## src/rtl/bin2ascii_seq.sv

```systemverilog
// Sequential binary-to-ASCII decimal converter: an iterative double-dabble engine
// with a valid/ready handshake on both sides, overflow saturation and optional blanking.
module bin2ascii_seq #(
  parameter int BIN_W    = 14,
  parameter int DIGITS   = 4,
  parameter int BLANK_LZ = 0
) (
  input  logic                  clk,
  input  logic                  rst,
  input  logic [BIN_W-1:0]      bin_in,
  input  logic                  in_valid,
  output logic                  in_ready,
  output logic [8*DIGITS-1:0]   ascii_out,
  output logic                  ovf,
  output logic                  out_valid,
  input  logic                  out_ready
);

  localparam int BCD_W = 4 * DIGITS;
  localparam int CNT_W = $clog2(BIN_W + 1);

  localparam logic [1:0] IDLE = 2'd0;
  localparam logic [1:0] CONV = 2'd1;
  localparam logic [1:0] DONE = 2'd2;

  function automatic logic [63:0] pow10(input int n);
    logic [63:0] p;
    p = 64'd1;
    for (int i = 0; i < n; i++) begin
      p = p * 64'd10;
    end
    return p;
  endfunction

  localparam logic [63:0] LIMIT = pow10(DIGITS) - 64'd1;

  // Saturation forces all nines; blanking turns a zero digit into a space
  // only while every more significant digit is also zero.
  function automatic logic [8*DIGITS-1:0] to_ascii(input logic [BCD_W-1:0] bcd,
                                                   input logic             sat);
    logic [8*DIGITS-1:0] a;
    logic                lead;
    a    = '0;
    lead = 1'b1;
    for (int k = DIGITS - 1; k >= 0; k--) begin
      if (bcd[4*k +: 4] != 4'd0) begin
        lead = 1'b0;
      end else begin
        lead = lead;
      end
      if (sat) begin
        a[8*k +: 8] = 8'h39;
      end else if ((BLANK_LZ != 0) && (k > 0) && lead) begin
        a[8*k +: 8] = 8'h20;
      end else begin
        a[8*k +: 8] = {4'h3, bcd[4*k +: 4]};
      end
    end
    return a;
  endfunction

  logic [1:0]          state_r;
  logic [BIN_W-1:0]    shift_r;
  logic [BCD_W-1:0]    bcd_r;
  logic [CNT_W-1:0]    cnt_r;
  logic                ovf_next_r;
  logic [8*DIGITS-1:0] ascii_r;
  logic                ovf_r;

  logic [BCD_W-1:0]    bcd_adj_s;
  logic [BCD_W-1:0]    bcd_next_s;
  logic                over_limit_s;
  logic                last_iter_s;

  // Add-3 correction on every nibble, then shift the next binary bit into the BCD word
  always_comb begin
    bcd_adj_s = '0;
    for (int k = 0; k < DIGITS; k++) begin
      if (bcd_r[4*k +: 4] >= 4'd5) begin
        bcd_adj_s[4*k +: 4] = bcd_r[4*k +: 4] + 4'd3;
      end else begin
        bcd_adj_s[4*k +: 4] = bcd_r[4*k +: 4];
      end
    end
    bcd_next_s   = {bcd_adj_s[BCD_W-2:0], shift_r[BIN_W-1]};
    over_limit_s = (64'(bin_in) > LIMIT);
    last_iter_s  = (cnt_r == CNT_W'(BIN_W - 1));
  end

  // Handshake FSM and conversion datapath
  always_ff @(posedge clk or posedge rst) begin
    if (rst) begin
      state_r    <= IDLE;
      shift_r    <= '0;
      bcd_r      <= '0;
      cnt_r      <= '0;
      ovf_next_r <= 1'b0;
    end else begin
      case (state_r)
        IDLE: begin
          if (in_valid) begin
            shift_r    <= bin_in;
            bcd_r      <= '0;
            cnt_r      <= '0;
            ovf_next_r <= over_limit_s;
            state_r    <= CONV;
          end
        end
        CONV: begin
          shift_r <= shift_r << 1;
          bcd_r   <= bcd_next_s;
          if (last_iter_s) begin
            state_r <= DONE;
          end else begin
            cnt_r <= cnt_r + CNT_W'(1);
          end
        end
        DONE: begin
          if (out_ready) begin
            state_r <= IDLE;
          end
        end
        default: begin
          state_r <= IDLE;
        end
      endcase
    end
  end

  // Result registers: loaded on the final iteration edge, held otherwise
  always_ff @(posedge clk or posedge rst) begin
    if (rst) begin
      ascii_r <= {DIGITS{8'h30}};
      ovf_r   <= 1'b0;
    end else if ((state_r == CONV) && last_iter_s) begin
      ascii_r <= to_ascii(bcd_next_s, ovf_next_r);
      ovf_r   <= ovf_next_r;
    end
  end

  assign ascii_out = ascii_r;
  assign ovf       = ovf_r;
  assign in_ready  = (state_r == IDLE);
  assign out_valid = (state_r == DONE);

endmodule

```

## config.mk

```make
export PLATFORM = sky130hd
export DESIGN_NAME = bin2ascii_seq
export DESIGN_NICKNAME = d
export VERILOG_FILES = /design/src/rtl/bin2ascii_seq.sv
export SDC_FILE = /design/constraint.sdc
export NUM_CORES = 1
export LEC_CHECK = 0
export BUFFER_PORTS_ARGS = -buffer_cell sky130_fd_sc_hd__buf_4
export CORE_ASPECT_RATIO = 0.9
export CORE_MARGIN = 2
export CORE_UTILIZATION = 45
export CTS_CLUSTER_DIAMETER = 80
export DETAILED_ROUTE_END_ITERATION = 6
export PLACE_DENSITY = 0.63
export SLEW_MARGIN = 20
export SYNTH_ARGS = -nofsm -noshare
export SYNTH_HDL_FRONTEND = slang
export SYNTH_SLANG_ARGS = --single-unit
```

## constraint.sdc

```tcl
create_clock -name clk -period 1.86 [get_ports clk]
set_clock_uncertainty 0.05 [all_clocks]
set_input_delay 0.372 -clock clk [delete_from_list [all_inputs] [get_ports clk]]
set_output_delay 0.372 -clock clk [all_outputs]
set_load 0.01 [all_outputs]
```

==> flow_metrics.env <==
export IMPL_drv_cap=0
export IMPL_grt_antenna_before_repair=0
export IMPL_insertedDiodeCount=0
export IMPL_crit_slowest_cell="dfrtp_1"
export IMPL_overflow=0
export IMPL_fin_crit_ns=1.71
export IMPL_synth_cell_types=37
export IMPL_crit_path_max_fanout=13
export IMPL_path_clk_slew_ns=0.10
export IMPL_setup_viol=0
export IMPL_hold_path_class="in2async"
export IMPL_grt_pass1_wl_mm=9.11
export IMPL_final_common_cell="dfrtp_1"
export IMPL_synth_area_leaders="dfrtp_1, mux2i_1, a22o_1, buf_4, ha_1"
export IMPL_power_density_mw_per_mm2=1670
export IMPL_cts_setup_buffers=0
export IMPL_use_met2_pct=27.4
export IMPL_max_stage_delay_ns=0.40
export IMPL_cp_required_ns=2.07
export IMPL_fp_coreArea_sq_mm=0.00576
export IMPL_clock_latency_ns=0.32
export IMPL_dr_pass1_iters=4
export IMPL_cts_tree="done"
export IMPL_initial_core_util_pct=47.3
export IMPL_grt_total_usage_pct=17.3
export IMPL_synth_top_cell_area_share_pct=49.6
export IMPL_power_frac_clock_pct=15.4
export IMPL_synth_top_area_cell="dfrtp_1"
export IMPL_critPathArrivalTime_ns=1.92
export IMPL_synth_seq_cells=54
export IMPL_clockRootBuffer="clkbuf_8"
export IMPL_status="finished, final reports clean"
export IMPL_cts_max_level=2
export IMPL_clockBufferDepth=2
export IMPL_mostFrequentLayoutCells="dfrtp_1, buf_4, nand2_1, o21ai_0"
export IMPL_clkSinkCount=54
export IMPL_leakagePower_nw=1.48
export IMPL_grt_start_max_net_pins=55
export IMPL_ir_drop_uv=595
export IMPL_numPortBuffers=36
export IMPL_synthCells=262
export IMPL_dieWidth_um=86.0
export IMPL_first_iter_violations=56
export IMPL_drive_above_1_share_pct=19.3
export IMPL_ios=53
export IMPL_tightest_slew_ns=0.851
export IMPL_vias=1921
export IMPL_routed_wl_mm=5.29
export IMPL_post_dp_hpwl_mm=3.72
export IMPL_ctsResizeCount=0
export IMPL_switching_share_pct=38.7
export IMPL_critPathLaunchType="flip-flop"
export IMPL_fill_cells=540
export IMPL_finalCritPeriodShare_pct=92.1
export IMPL_ant_nets=0
export IMPL_hold_viol=0
export IMPL_cp_end_kind="flip-flop"
export IMPL_cts_hold_fix_buffers=0
export IMPL_rows=26
export IMPL_final_setup_tns_ns=0
export IMPL_yosysWarningCount=0
export IMPL_area_growth_syn_to_layout_pct=14.2
export IMPL_p_int_mw=3.19
export IMPL_fin_hold_ws_ns=0.0479
export IMPL_netlist_area_sq_mm=0.00273
export IMPL_wl_per_cell_um=14.3
export IMPL_drc=0
export IMPL_die_h_um=77.8
export IMPL_comb_power_share_pct=44.5
export IMPL_clock_fmax_mhz=584
export IMPL_met1_usage_pct=24.0
export IMPL_rsz0062_at_grt="false"
export IMPL_cts_buffers=5
export IMPL_slew_headroom_pct=43.2
export IMPL_avgSynthCellArea_sq_um=10.4
export IMPL_place_congestion=0.754
export IMPL_maxSlewViolCount=0
export IMPL_seqPwrFrac_pct=40.1
export IMPL_grt_busiest_layer="met2"
export IMPL_final_nets=327
export IMPL_dieArea_sq_mm=0.00670
export IMPL_cp_cell_sequence="inv_1 -> ha_1 -> nand3_1 -> or2_4 -> nor2_4 -> a22o_1"
export IMPL_grt_pass1_vias=1913
export IMPL_path_class="reg2reg"
export IMPL_viasPerCell=5.19
export IMPL_power_switching_mw=2.01
export IMPL_use_met3_pct=3.19
export IMPL_ys_seq_area_share_pct=49.6
-- area by class of cell --
class	instances	area (sq um)	share of cell area [%]
Tap cell	70	87.6	2.81
Clock inverter	3	43.8	1.41
Multi-Input combinational cell	182	1180	37.8
Timing Repair Buffer	43	335	10.8
Clock buffer	5	68.8	2.21
Sequential cell	54	1350	43.4
Inverter	13	48.8	1.57
-- per-layer routing --
metal / wire, um / vias up
li1: - / 959
met1: 2560 / 905
met2: 2410 / 45
met3: 221 / 12
met4: 93 / 0
met5: 0 / -
-- registers in the layout, summed over array words and instances (netlist names) --
name        count
shift_r        14
ovf_next_r      1
state_r         2
ovf             1
ascii_out      16
cnt_r           4
bcd_r          16
-- Yosys cell counts (all sizes together) --
| library cell | instances |
|---|---|
| a311oi | 1 |
| nor2 | 15 |
| a31oi | 4 |
| dfrtp | 54 |
| nand2b | 6 |
| inv | 13 |
| nor3 | 2 |
| o31ai | 1 |
| xnor2 | 5 |
| nand4 | 1 |
| a21oi | 15 |
| nor4 | 1 |
| mux2i | 17 |
| conb | 2 |
| a22o | 17 |
| nor2b | 1 |
| a211oi | 1 |
| o32ai | 1 |
| buf | 27 |
| nand3 | 3 |
| nand2 | 25 |
| and2 | 1 |
| ha | 10 |
| nor3b | 4 |
| a21boi | 1 |
| o21bai | 1 |
| a32o | 3 |
| or2 | 1 |
| a21o | 3 |
| o311ai | 1 |
| o21ai | 25 |
-- worst max-delay path: cells and delay by family (launching register included) --
family                   cells  cell delay [ns]
buffers and inverters        1             0.09
adder cells (fa/ha/maj)      1             0.18
AO/OA/AOI/OAI                1             0.17
flip-flops                   1             0.40
AND/OR/NAND/NOR              3             0.77
-- power by group through the flow --
stage	clock, mW	sequential [mW]	combinational [mW]
floorplan	0	2.08	1.67
global placement	0	2.10	2.29
detailed placement	0	2.11	2.35
CTS	0.829	2.09	2.35
global route	0.865	2.16	2.66
finish	0.803	2.09	2.31
-- per-stage QoR --
step / power, mW / utilization (%) / area [sq um] / setup WS, ns / cells
6_report: 5.20 / 54.1 / 3110 / 0.147 / 370
3_3_place_gp: 4.39 / 52.1 / 3000 / 0.179 / 362
2_1_floorplan: 3.75 / - / 2780 / 0.123 / 276
5_1_grt: 5.69 / 54.1 / 3110 / 0.00930 / 370
3_5_place_dp: 4.45 / 52.1 / 3000 / 0.148 / 362
4_1_cts: 5.27 / 54.1 / 3110 / 0.131 / 370
-- logic make-up (layout without fill, tap and decap cells) --
kind of cell	Yosys count	count (layout)	synth area share, %
mux	17	17	6.24
other cells	2	16	0.276
xor+xnor	5	5	1.61
compound gates	74	74	17.9
buf+inv	40	64	9.23
simple gates	60	60	10.6
fa+ha+maj	10	10	4.59
flops	54	54	49.6
-- path summary, 6_finish.rpt --
check / start / end / slack [ns] / cells past startpoint
min in group clk: out_ready / state_r[1] / 0.19 / 2
worst max-delay path: cnt_r[1] / ascii_out[26] / 0.15 / 6
worst min-delay path: rst / shift_r[8] / 0.05 / 3
worst min register to register: shift_r[8] / shift_r[9] / 0.44 / 2
max in group asynchronous: rst / state_r[0] / 1.46 / 3
worst max register to register: cnt_r[1] / ascii_out[26] / 0.15 / 6
Note: power is estimated with default switching activity, not from simulation.
